File: config.mk
export PLATFORM = sky130hd
export DESIGN_NAME = spi_reg_arbiter
export DESIGN_NICKNAME = d
export VERILOG_FILES = /design/src/rtl/spi_reg_arbiter_pkg.sv /design/src/rtl/spi_reg_arbiter_rr_pick.sv /design/src/rtl/spi_reg_arbiter.sv
export SDC_FILE = /design/constraint.sdc
export NUM_CORES = 1
export LEC_CHECK = 0
export BUFFER_PORTS_ARGS = -buffer_cell sky130_fd_sc_hd__buf_4
export CORE_MARGIN = 4
export CORE_UTILIZATION = 46
export DETAILED_ROUTE_END_ITERATION = 6
export GPL_TIMING_DRIVEN = 0
export PLACE_DENSITY = 0.81
export SLEW_MARGIN = 20
export SYNTH_ARGS = -nofsm -noshare
export SYNTH_HDL_FRONTEND = slang
export SYNTH_SLANG_ARGS = --single-unit
export TNS_END_PERCENT = 5
File: constraint.sdc
create_clock -name S_SYSCLK -period 3.8 [get_ports S_SYSCLK]
set_clock_uncertainty 0.05 [all_clocks]
set_input_delay 0.38 -clock S_SYSCLK [delete_from_list [all_inputs] [get_ports S_SYSCLK]]
set_output_delay 0.38 -clock S_SYSCLK [all_outputs]
set_load 0.005 [all_outputs]
File: src/rtl/spi_reg_arbiter_pkg.sv
// Shared SPI controller register map and arbiter FSM encodings.
// Imported by the arbiter, its picker and anything else that talks to the register port.
package spi_reg_arbiter_pkg;

  localparam logic [7:0]  ADDR_SPMODE = 8'h00;
  localparam logic [7:0]  ADDR_SPIE   = 8'h04;
  localparam logic [7:0]  ADDR_SPIM   = 8'h08;
  localparam logic [7:0]  ADDR_SPCOM  = 8'h0C;
  localparam logic [7:0]  ADDR_SPITF  = 8'h10;
  localparam logic [7:0]  ADDR_SPIRF  = 8'h14;

  localparam logic [31:0] SPMODE_DEF  = 32'h0000_100F;

  // One access walks IDLE -> SETUP -> STROBE -> SETTLE -> DONE -> IDLE.
  typedef enum logic [2:0] {
    ST_IDLE   = 3'd0,
    ST_SETUP  = 3'd1,
    ST_STROBE = 3'd2,
    ST_SETTLE = 3'd3,
    ST_DONE   = 3'd4
  } state_e;

endpackage

File: src/rtl/spi_reg_arbiter_rr_pick.sv
// Combinational round-robin picker: the first valid requester strictly after
// the pointer wins, wrapping NREQ-1 -> 0. Reusable by any shared-port block.
module spi_rr_pick #(
  parameter int NREQ = 2
) (
  input  logic [NREQ-1:0]         valid,
  input  logic [$clog2(NREQ)-1:0] ptr,
  output logic [NREQ-1:0]         grant,
  output logic [$clog2(NREQ)-1:0] idx,
  output logic                    found
);
  localparam int IW = $clog2(NREQ);

  int cand;

  always_comb begin
    grant = '0;
    idx   = '0;
    found = 1'b0;
    cand  = 0;
    for (int k = 1; k <= NREQ; k++) begin
      cand = int'(ptr) + k;
      if (cand >= NREQ) cand = cand - NREQ;
      if (!found && valid[cand]) begin
        found       = 1'b1;
        grant[cand] = 1'b1;
        idx         = cand[IW-1:0];
      end
    end
  end

endmodule

File: src/rtl/spi_reg_arbiter.sv
// Round-robin arbiter sharing the SPI controller register port between NREQ
// requesters; each grant runs setup / 1-cycle strobe / settle / done.
module spi_reg_arbiter
  import spi_reg_arbiter_pkg::*;
#(
  parameter int NREQ = 2,
  parameter int AW   = 8,
  parameter int DW   = 32
) (
  input  logic              S_SYSCLK,
  input  logic              S_RESET,
  input  logic [NREQ-1:0]   REQ_VALID,
  input  logic [NREQ-1:0]   REQ_WRITE,
  input  logic [NREQ*AW-1:0] REQ_ADDR,
  input  logic [NREQ*DW-1:0] REQ_WDATA,
  input  logic [NREQ*4-1:0] REQ_WSTRB,
  output logic [NREQ-1:0]   REQ_DONE,
  output logic [DW-1:0]     REQ_RDATA,
  output logic [AW-1:0]     S_AWADDR,
  output logic [DW-1:0]     S_WDATA,
  output logic [3:0]        S_WSTRB,
  output logic              S_REG_WEN,
  output logic [AW-1:0]     S_ARADDR,
  input  logic [DW-1:0]     S_RDATA,
  output logic              S_REG_RDEN,
  output logic              BUSY
);
  localparam int IW = $clog2(NREQ);

  logic [AW-1:0] req_addr_a  [NREQ];
  logic [DW-1:0] req_wdata_a [NREQ];
  logic [3:0]    req_wstrb_a [NREQ];

  for (genvar gi = 0; gi < NREQ; gi++) begin : g_unpack
    assign req_addr_a[gi]  = REQ_ADDR[gi*AW +: AW];
    assign req_wdata_a[gi] = REQ_WDATA[gi*DW +: DW];
    assign req_wstrb_a[gi] = REQ_WSTRB[gi*4 +: 4];
  end

  logic [NREQ-1:0] pick_grant;
  logic [IW-1:0]   pick_idx;
  logic            pick_found;

  state_e          state_q,  state_d;
  logic [IW-1:0]   rr_ptr_q, rr_ptr_d;
  logic [NREQ-1:0] grant_q,  grant_d;
  logic            wr_q,     wr_d;
  logic [AW-1:0]   awaddr_q, awaddr_d;
  logic [DW-1:0]   wdata_q,  wdata_d;
  logic [3:0]      wstrb_q,  wstrb_d;
  logic            wen_q,    wen_d;
  logic [AW-1:0]   araddr_q, araddr_d;
  logic            rden_q,   rden_d;
  logic [NREQ-1:0] done_q,   done_d;
  logic [DW-1:0]   rdata_q,  rdata_d;
  logic            busy_q,   busy_d;

  spi_rr_pick #(.NREQ(NREQ)) u_pick (
    .valid (REQ_VALID),
    .ptr   (rr_ptr_q),
    .grant (pick_grant),
    .idx   (pick_idx),
    .found (pick_found)
  );

  always_comb begin
    state_d  = state_q;
    rr_ptr_d = rr_ptr_q;
    grant_d  = grant_q;
    wr_d     = wr_q;
    awaddr_d = awaddr_q;
    wdata_d  = wdata_q;
    wstrb_d  = wstrb_q;
    wen_d    = wen_q;
    araddr_d = araddr_q;
    rden_d   = rden_q;
    done_d   = done_q;
    rdata_d  = rdata_q;
    case (state_q)
      ST_IDLE: begin
        if (pick_found) begin
          grant_d  = pick_grant;
          rr_ptr_d = pick_idx;
          wr_d     = REQ_WRITE[pick_idx];
          // Only the side of the port being used moves; the other keeps its last values.
          if (REQ_WRITE[pick_idx]) begin
            awaddr_d = req_addr_a[pick_idx];
            wdata_d  = req_wdata_a[pick_idx];
            wstrb_d  = req_wstrb_a[pick_idx];
          end else begin
            araddr_d = req_addr_a[pick_idx];
          end
          state_d = ST_SETUP;
        end
      end
      ST_SETUP: begin
        wen_d   = wr_q;
        rden_d  = ~wr_q;
        state_d = ST_STROBE;
      end
      ST_STROBE: begin
        wen_d   = 1'b0;
        rden_d  = 1'b0;
        state_d = ST_SETTLE;
      end
      ST_SETTLE: begin
        if (!wr_q) rdata_d = S_RDATA;
        done_d  = grant_q;
        state_d = ST_DONE;
      end
      ST_DONE: begin
        done_d  = '0;
        state_d = ST_IDLE;
      end
      default: state_d = ST_IDLE;
    endcase
    busy_d = (state_d != ST_IDLE);
  end

  always_ff @(posedge S_SYSCLK or posedge S_RESET) begin
    if (S_RESET) begin
      state_q  <= ST_IDLE;
      rr_ptr_q <= IW'(NREQ - 1);
      grant_q  <= '0;
      wr_q     <= 1'b0;
      awaddr_q <= '0;
      wdata_q  <= '0;
      wstrb_q  <= '0;
      wen_q    <= 1'b0;
      araddr_q <= '0;
      rden_q   <= 1'b0;
      done_q   <= '0;
      rdata_q  <= '0;
      busy_q   <= 1'b0;
    end else begin
      state_q  <= state_d;
      rr_ptr_q <= rr_ptr_d;
      grant_q  <= grant_d;
      wr_q     <= wr_d;
      awaddr_q <= awaddr_d;
      wdata_q  <= wdata_d;
      wstrb_q  <= wstrb_d;
      wen_q    <= wen_d;
      araddr_q <= araddr_d;
      rden_q   <= rden_d;
      done_q   <= done_d;
      rdata_q  <= rdata_d;
      busy_q   <= busy_d;
    end
  end

  assign REQ_DONE   = done_q;
  assign REQ_RDATA  = rdata_q;
  assign S_AWADDR   = awaddr_q;
  assign S_WDATA    = wdata_q;
  assign S_WSTRB    = wstrb_q;
  assign S_REG_WEN  = wen_q;
  assign S_ARADDR   = araddr_q;
  assign S_REG_RDEN = rden_q;
  assign BUSY       = busy_q;

endmodule
## Word level (Yosys, flattened, before mapping)

Cells that the tools add are included.

| word-level totals | value |
|---|---|
| bits in registers | 96 |
| bits in latches | 0 |
| RAM bits | 0 |
| memory bits (read-only) | 0 |
| bits of input ports | 126 |
| output and inout bits | 89 |
| logic and storage cells | 79 |
| memories kept | 0 |

| cells by class | value |
|---|---|
| $add $sub $neg | 4 |
| multiply operators | 0 |
| div/mod/pow operators | 0 |
| $lt $le $gt $ge | 8 |
| equal/unequal tests | 4 |
| shift operators | 0 |
| muxes and demuxes | 34 |
| bitwise logic cells | 4 |
| reductions and logical operators | 12 |

Operators with widths:

| operator | number |
|---|---|
| two-way mux 32 bit | 5 |
| >= comparator 32 x 1 -> 1 bit (second input constant) | 2 |
| >= comparator 32 x 3 -> 1 bit (second input constant) | 2 |
| less-than comparator 32 x 3 -> 1 bit (second input constant) | 2 |
| subtractor 32 x 3 -> 32 bit (second input constant) | 2 |
| two-way mux 8 bit | 3 |
| two-way mux 1 bit | 14 |
| two-way mux 4 bit | 3 |
| case mux 3 bit (4 select lines) | 1 |
| equality test 3 x 2 -> 1 bit (second input constant) | 2 |
| AND reduction 3 bit | 2 |
| two-way mux 2 bit | 2 |
| case mux 1 bit (2 select lines) | 2 |
| case mux 2 bit (2 select lines) | 1 |
| AND reduction 2 bit | 2 |
| nonzero test 2 bit | 2 |
| adder 1 x 2 -> 3 bit (second input constant) | 1 |
| equality test 3 x 1 -> 1 bit (second input constant) | 1 |
| equality test 3 bit (second input constant) | 1 |
| logical AND 1 bit | 3 |
| zero test 3 bit | 1 |
| two-way mux 3 bit | 1 |
| nonzero test 3 bit | 1 |
| adder 1 x 1 -> 2 bit (second input constant) | 1 |
| 7 further kinds | 9 |

## Logic depth before layout (Yosys ltp)

| logic depth | value |
|---|---|
| depth in word-level cells | 14 |
| gate-level depth with buffers | 5 |
| depth with buffers taken out | 4 |

## Modules after synthesis

Synthesis repeated with hierarchy kept, for this count alone.

| second synthesis, totals | value |
|---|---|
| cells, all modules | 279 |
| area total of the unflattened synthesis | 4,401.7 sq um |

By module, submodules not included:

| module | instances | cells each | area an instance (sq um) | sequential area each (sq um) |
|---|---|---|---|---|
| spi_reg_arbiter | 1 | 274 | 4,369.2 | 2,403.6 |
| spi_rr_pick | 1 | 5 | 32.5 | 0.0 |

## Worst setup path after synthesis

OpenSTA, ideal clock, no wires.

| timing path | value |
|---|---|
| path kind | register to register |
| start | register state_q[2] |
| end | register awaddr_q[4] (netlist: S_AWADDR[4]) |
| setup time | 125 ps |
| data arrival time | 1,581 ps |
| required time | 3,625 ps |
| setup slack | 2,044 ps |
| cell stages (with the launch flop) | 6 |
| buffers on the path | 1 |
| period minus slack after synthesis | 1,756 ps |
| cells stage by stage | dfrtp_1 -> nor3_2 -> o21ai_2 -> nor2_4 -> buf_6 -> mux2_2 |

| between the ends | value |
|---|---|
| word-level cells in the longest chain between the ends | 2 |

Ends and longest elaborated chain:

| what | line | text |
|---|---|---|
| from (decl) | spi_reg_arbiter.sv:44 | `state_e state_q, state_d;` |
| from (signal assigned) | spi_reg_arbiter.sv:136 | `state_q <= state_d;` |
| zero test 3 bit | spi_reg_arbiter.sv:79 | `case (state_q)` |
| AND reduction 3 bit (no line) | - |  |
| to (signal assigned) | spi_reg_arbiter.sv:140 | `awaddr_q <= awaddr_d;` |
| to (decl) | spi_reg_arbiter.sv:48 | `logic [AW-1:0] awaddr_q, awaddr_d;` |

No other way between the ends.
A chain may end at the register's enable or synchronous reset.

## Worst setup path after layout

| timing path | value |
|---|---|
| start | register state_q[2] |
| end | register wdata_q[25] (netlist: S_WDATA[25]) |

| between the ends | value |
|---|---|
| word-level cells in the longest chain between the ends | 2 |

Ends and longest elaborated chain:

| what | line | text |
|---|---|---|
| zero test 3 bit | spi_reg_arbiter.sv:79 |  |
| AND reduction 3 bit (no line) | - |  |
| to (signal assigned) | spi_reg_arbiter.sv:141 | `wdata_q <= wdata_d;` |
| to (decl) | spi_reg_arbiter.sv:49 | `logic [DW-1:0] wdata_q, wdata_d;` |

No other way between the ends.

==> impl_metrics.yaml <==
final_layout:
  final_common_cell: "sky130_fd_sc_hd__buf_4"
  syn2layout_area_growth_pct: 47.3
  stdcell_area_sq_um: 6200
  nets: 631
  number_of_non_filler_instances_in_the_completed_layout: 618
  number_of_antenna_diodes: 0
  layout.cells.most_common_list: "sky130_fd_sc_hd__buf_4, sky130_fd_sc_hd__mux2_2, sky130_fd_sc_hd__dfrtp_1"
  final_layout_size_suffix_gt1_frac: 0.745
synth:
  synth_top_family_by_area: "multiplexers"
  synth.distinct_cells: 29
  synthCells: 278
  muxShareOfSynthArea: 0.348
  synth.net_count: 404
  post_synth_and_or_nand_nor_area_fraction: 0.0229
  synth_area_leaders: "sky130_fd_sc_hd__dfrtp_1, sky130_fd_sc_hd__mux2_2, sky130_fd_sc_hd__buf_6, sky130_fd_sc_hd__mux2_4, sky130_fd_sc_hd__buf_2"
  yosysSeqAreaShare: 0.571
  synth_compound_area_frac: 0.0312
  synth-adder-area-share: 0
  synth-edff-count: 0
  asyncSetResetFlopFracSynth: 1.00
  synth_xor_xnor_area_share: 0.00208
  synth_seq_cells: 96
  synth_top_area_frac: 0.565
  ys.warnings.count: 0
  syn_area_per_cell_sq_um: 15.1
  synth.cell_area_sq_um: 4210
  synth_largest_area_cell: "sky130_fd_sc_hd__dfrtp_1"
  ys.flop_type: "sky130_fd_sc_hd__dfrtp_1"
clock_tree:
  cts_setup_buffers: 0
  cts.repair.resized: 0
  clock_sink_count: 96
  cts_buffers: 9
  cts_tree: "yes"
  htree_levels: 3
  clock-root-buffer: "sky130_fd_sc_hd__clkbuf_8"
  clock_path_buffers: 2
  worstSkewPairLatency_ns: 0.36
  cts.reportedPaths.clkPinSlew_ns: 0.10
critical_path:
  critical_path_arrival_ns: 2.21
  criticalPathCategory: "reg -> reg"
  end_kind: "flip-flop"
  critical_path.max_stage_delay_ns: 0.43
  worstRegToRegCells: 5
  worst-endpoint-required_ns: 4.00
  slowest_stage_cell_on_the_critical_path: "sky130_fd_sc_hd__dfrtp_1"
  r2r_start: "state_q[2]$_DFF_PP0_"
  worstPathMaxFanout: 10
  critical_path.cell_chain: "nor3_2 -> o21ai_2 -> nor2_4 -> buf_6 -> mux2_2"
  worst_setup_path_startpoint: "state_q[2]$_DFF_PP0_"
  critical_path.startpoint_type: "flip-flop"
power_and_ir_drop:
  switchingPower_mw: 1.37
  internal_power_of_the_cells_mw: 3.17
  comb_power_share: 0.445
  total_leakage_power_nw: 2.95
  pwr_density_cell_nw_per_um2: 733
  vdd.ir_drop.worst_v: 0.000448
  power.switching_fraction: 0.303
  seq_power_share: 0.404
  power.share.clock: 0.150
grt:
  globalRouteOverflowTotal: 0
  grt_start_max_net_pins: 57
  vias_in_the_first_global_route: 3453
  grt_first_pass_wirelength_mm: 17.3
  grt_antenna_before_repair: 0
  grtUsageTotal: 0.200
timing:
  finalCritPeriodShare: 0.531
  finalSetupViolations: 0
  max_freq_mhz: 495
  hold_viol_final: 0
  fin_setup_tns_ns: 0
  period_minus_slack_ns: 2.02
  finalMaxSlewViolations: 0
  setup_ws_ns: 1.78
  max_slew_margin: 0.712
  worst_pin_slew_ns: 0.432
  rsz0062_at_grt: "no"
detailed_routing:
  drc_errors: 0
  drt_first_iter_violations: 61
  route.detailed.vias_per_inst: 5.02
  routedWlPerCell_um: 17.4
  via_count_of_the_routed_design: 3104
  first_pass_drt_iterations: 4
  routed_wirelength_mm: 10.7
  detail-route-antenna-nets: 0
die:
  die-height_um: 104
  design.die.area_sq_um: 10700
  number_of_rows_created_at_floorplan: 34
  placeableCoreArea_sq_um: 8810
  initial_utilization: 0.478
  floorplan.io_pins: 215
  die-width_um: 104
worst_hold_path:
  worstHoldPathType: "in -> reg"
  holdCritStartpoint: "REQ_VALID[0]"
  hold_path_depth: 2
place:
  place_inst: 601
  place_ws_ns: 1.76
  portBuffers: 214
  dpl.hpwl_mm: 8.50
  place.gp.congestion: 0.781
  placedInstanceArea_sq_um: 5980
outcome:
  run_status: "complete, no violations"
job:
  timing.max_cap.violations: 0
per-stage QoR:
stage          hold slack, ns  power, mW   util
2_1_floorplan           0.400       2.81      -
3_3_place_gp            0.421       3.83  0.675
3_5_place_dp            0.370       3.91  0.679
4_1_cts                 0.171       4.60  0.704
5_1_grt                 0.176       4.85  0.704
6_report                0.190       4.54  0.704
per-layer routing:
metal	GRT usage	vias up	wire [um]
met5	0	-	0
met4	0.0636	0	131
met3	0.0964	9	1310
met2	0.343	147	5300
met1	0.217	1489	4010
li1	-	1459	-
power by group through the flow:
stage	clock network (mW)	logic [mW]	registers (mW)
after floorplan	0	0.949	1.86
after global placement	0	2.00	1.83
after detailed placement	0	2.06	1.85
after CTS	0.699	2.06	1.84
after global routing	0.743	2.20	1.91
final	0.683	2.02	1.83
sequential cells by signal, indices dropped and copies added (netlist names):
name        cells
BUSY            1
REQ_DONE        2
REQ_RDATA      32
S_ARADDR        8
S_AWADDR        8
S_REG_RDEN      1
S_REG_WEN       1
S_WDATA        32
S_WSTRB         4
grant_q         2
rr_ptr_q        1
state_q         3
wr_q            1
area by class of cell:
| type | instances | area [sq um] |
|---|---|---|
| fill | 641 | 2610 |
| buffer | 15 | 100 |
| clock buffer | 10 | 138 |
| inverter | 1 | 8.76 |
| tap | 108 | 135 |
| timing repair buffer | 216 | 1640 |
| multi-input combinational | 166 | 1700 |
| sequential | 96 | 2400 |
| clock inverter | 6 | 68.8 |
worst max-delay path: cells and delay by family (launching register included):
family,cells,cell delay [ns]
buffers and inverters,1,0.22
multiplexers,1,0.35
AND/OR/NAND/NOR,2,0.70
flip-flops,1,0.43
AO/OA/AOI/OAI,1,0.15
worst paths after layout:
| kind | slack (ns) | end |
|---|---|---|
| worst max-delay path | 1.78 | S_WDATA[25]$_DFFE_PP0P_ |
| worst min-delay path | 0.19 | rr_ptr_q$_DFFE_PP1P_ |
| min in group asynchronous | 0.54 | S_REG_WEN$_DFFE_PP0P_ |
| max in group asynchronous | 2.51 | rr_ptr_q$_DFFE_PP1P_ |
| worst min register to register | 0.46 | S_WDATA[20]$_DFFE_PP0P_ |
| worst max register to register | 1.78 | S_WDATA[25]$_DFFE_PP0P_ |
logic make-up (layout without fill, tap and decap cells):
kind of cell           count (synthesis)  count (layout)
AO/OA/AOI/OAI                         19              19
XOR/XNOR                               1               1
buffers and inverters                 16             248
flip-flops                            96              96
multiplexers                         129             129
AND/OR/NAND/NOR                       17              17
synthesized netlist by cell type (2+ instances only):
library cell,number
sky130_fd_sc_hd__a211oi_1,2
sky130_fd_sc_hd__a21oi_1,6
sky130_fd_sc_hd__a22o_1,4
sky130_fd_sc_hd__buf_2,8
sky130_fd_sc_hd__buf_6,4
sky130_fd_sc_hd__clkbuf_1,2
sky130_fd_sc_hd__dfrtp_1,95
sky130_fd_sc_hd__mux2_2,124
sky130_fd_sc_hd__mux2_4,3
sky130_fd_sc_hd__nand2_1,2
sky130_fd_sc_hd__nor2_1,5
sky130_fd_sc_hd__nor3_1,4
sky130_fd_sc_hd__nor3_2,2
sky130_fd_sc_hd__o21ai_0,2
timing repair:
item                                    CTS  global route
hold endpoints to repair                 40             0
endpoints found under the setup margin    0             0
hold buffers                              1             0
No activity file was read; power rests on OpenSTA's default activity.
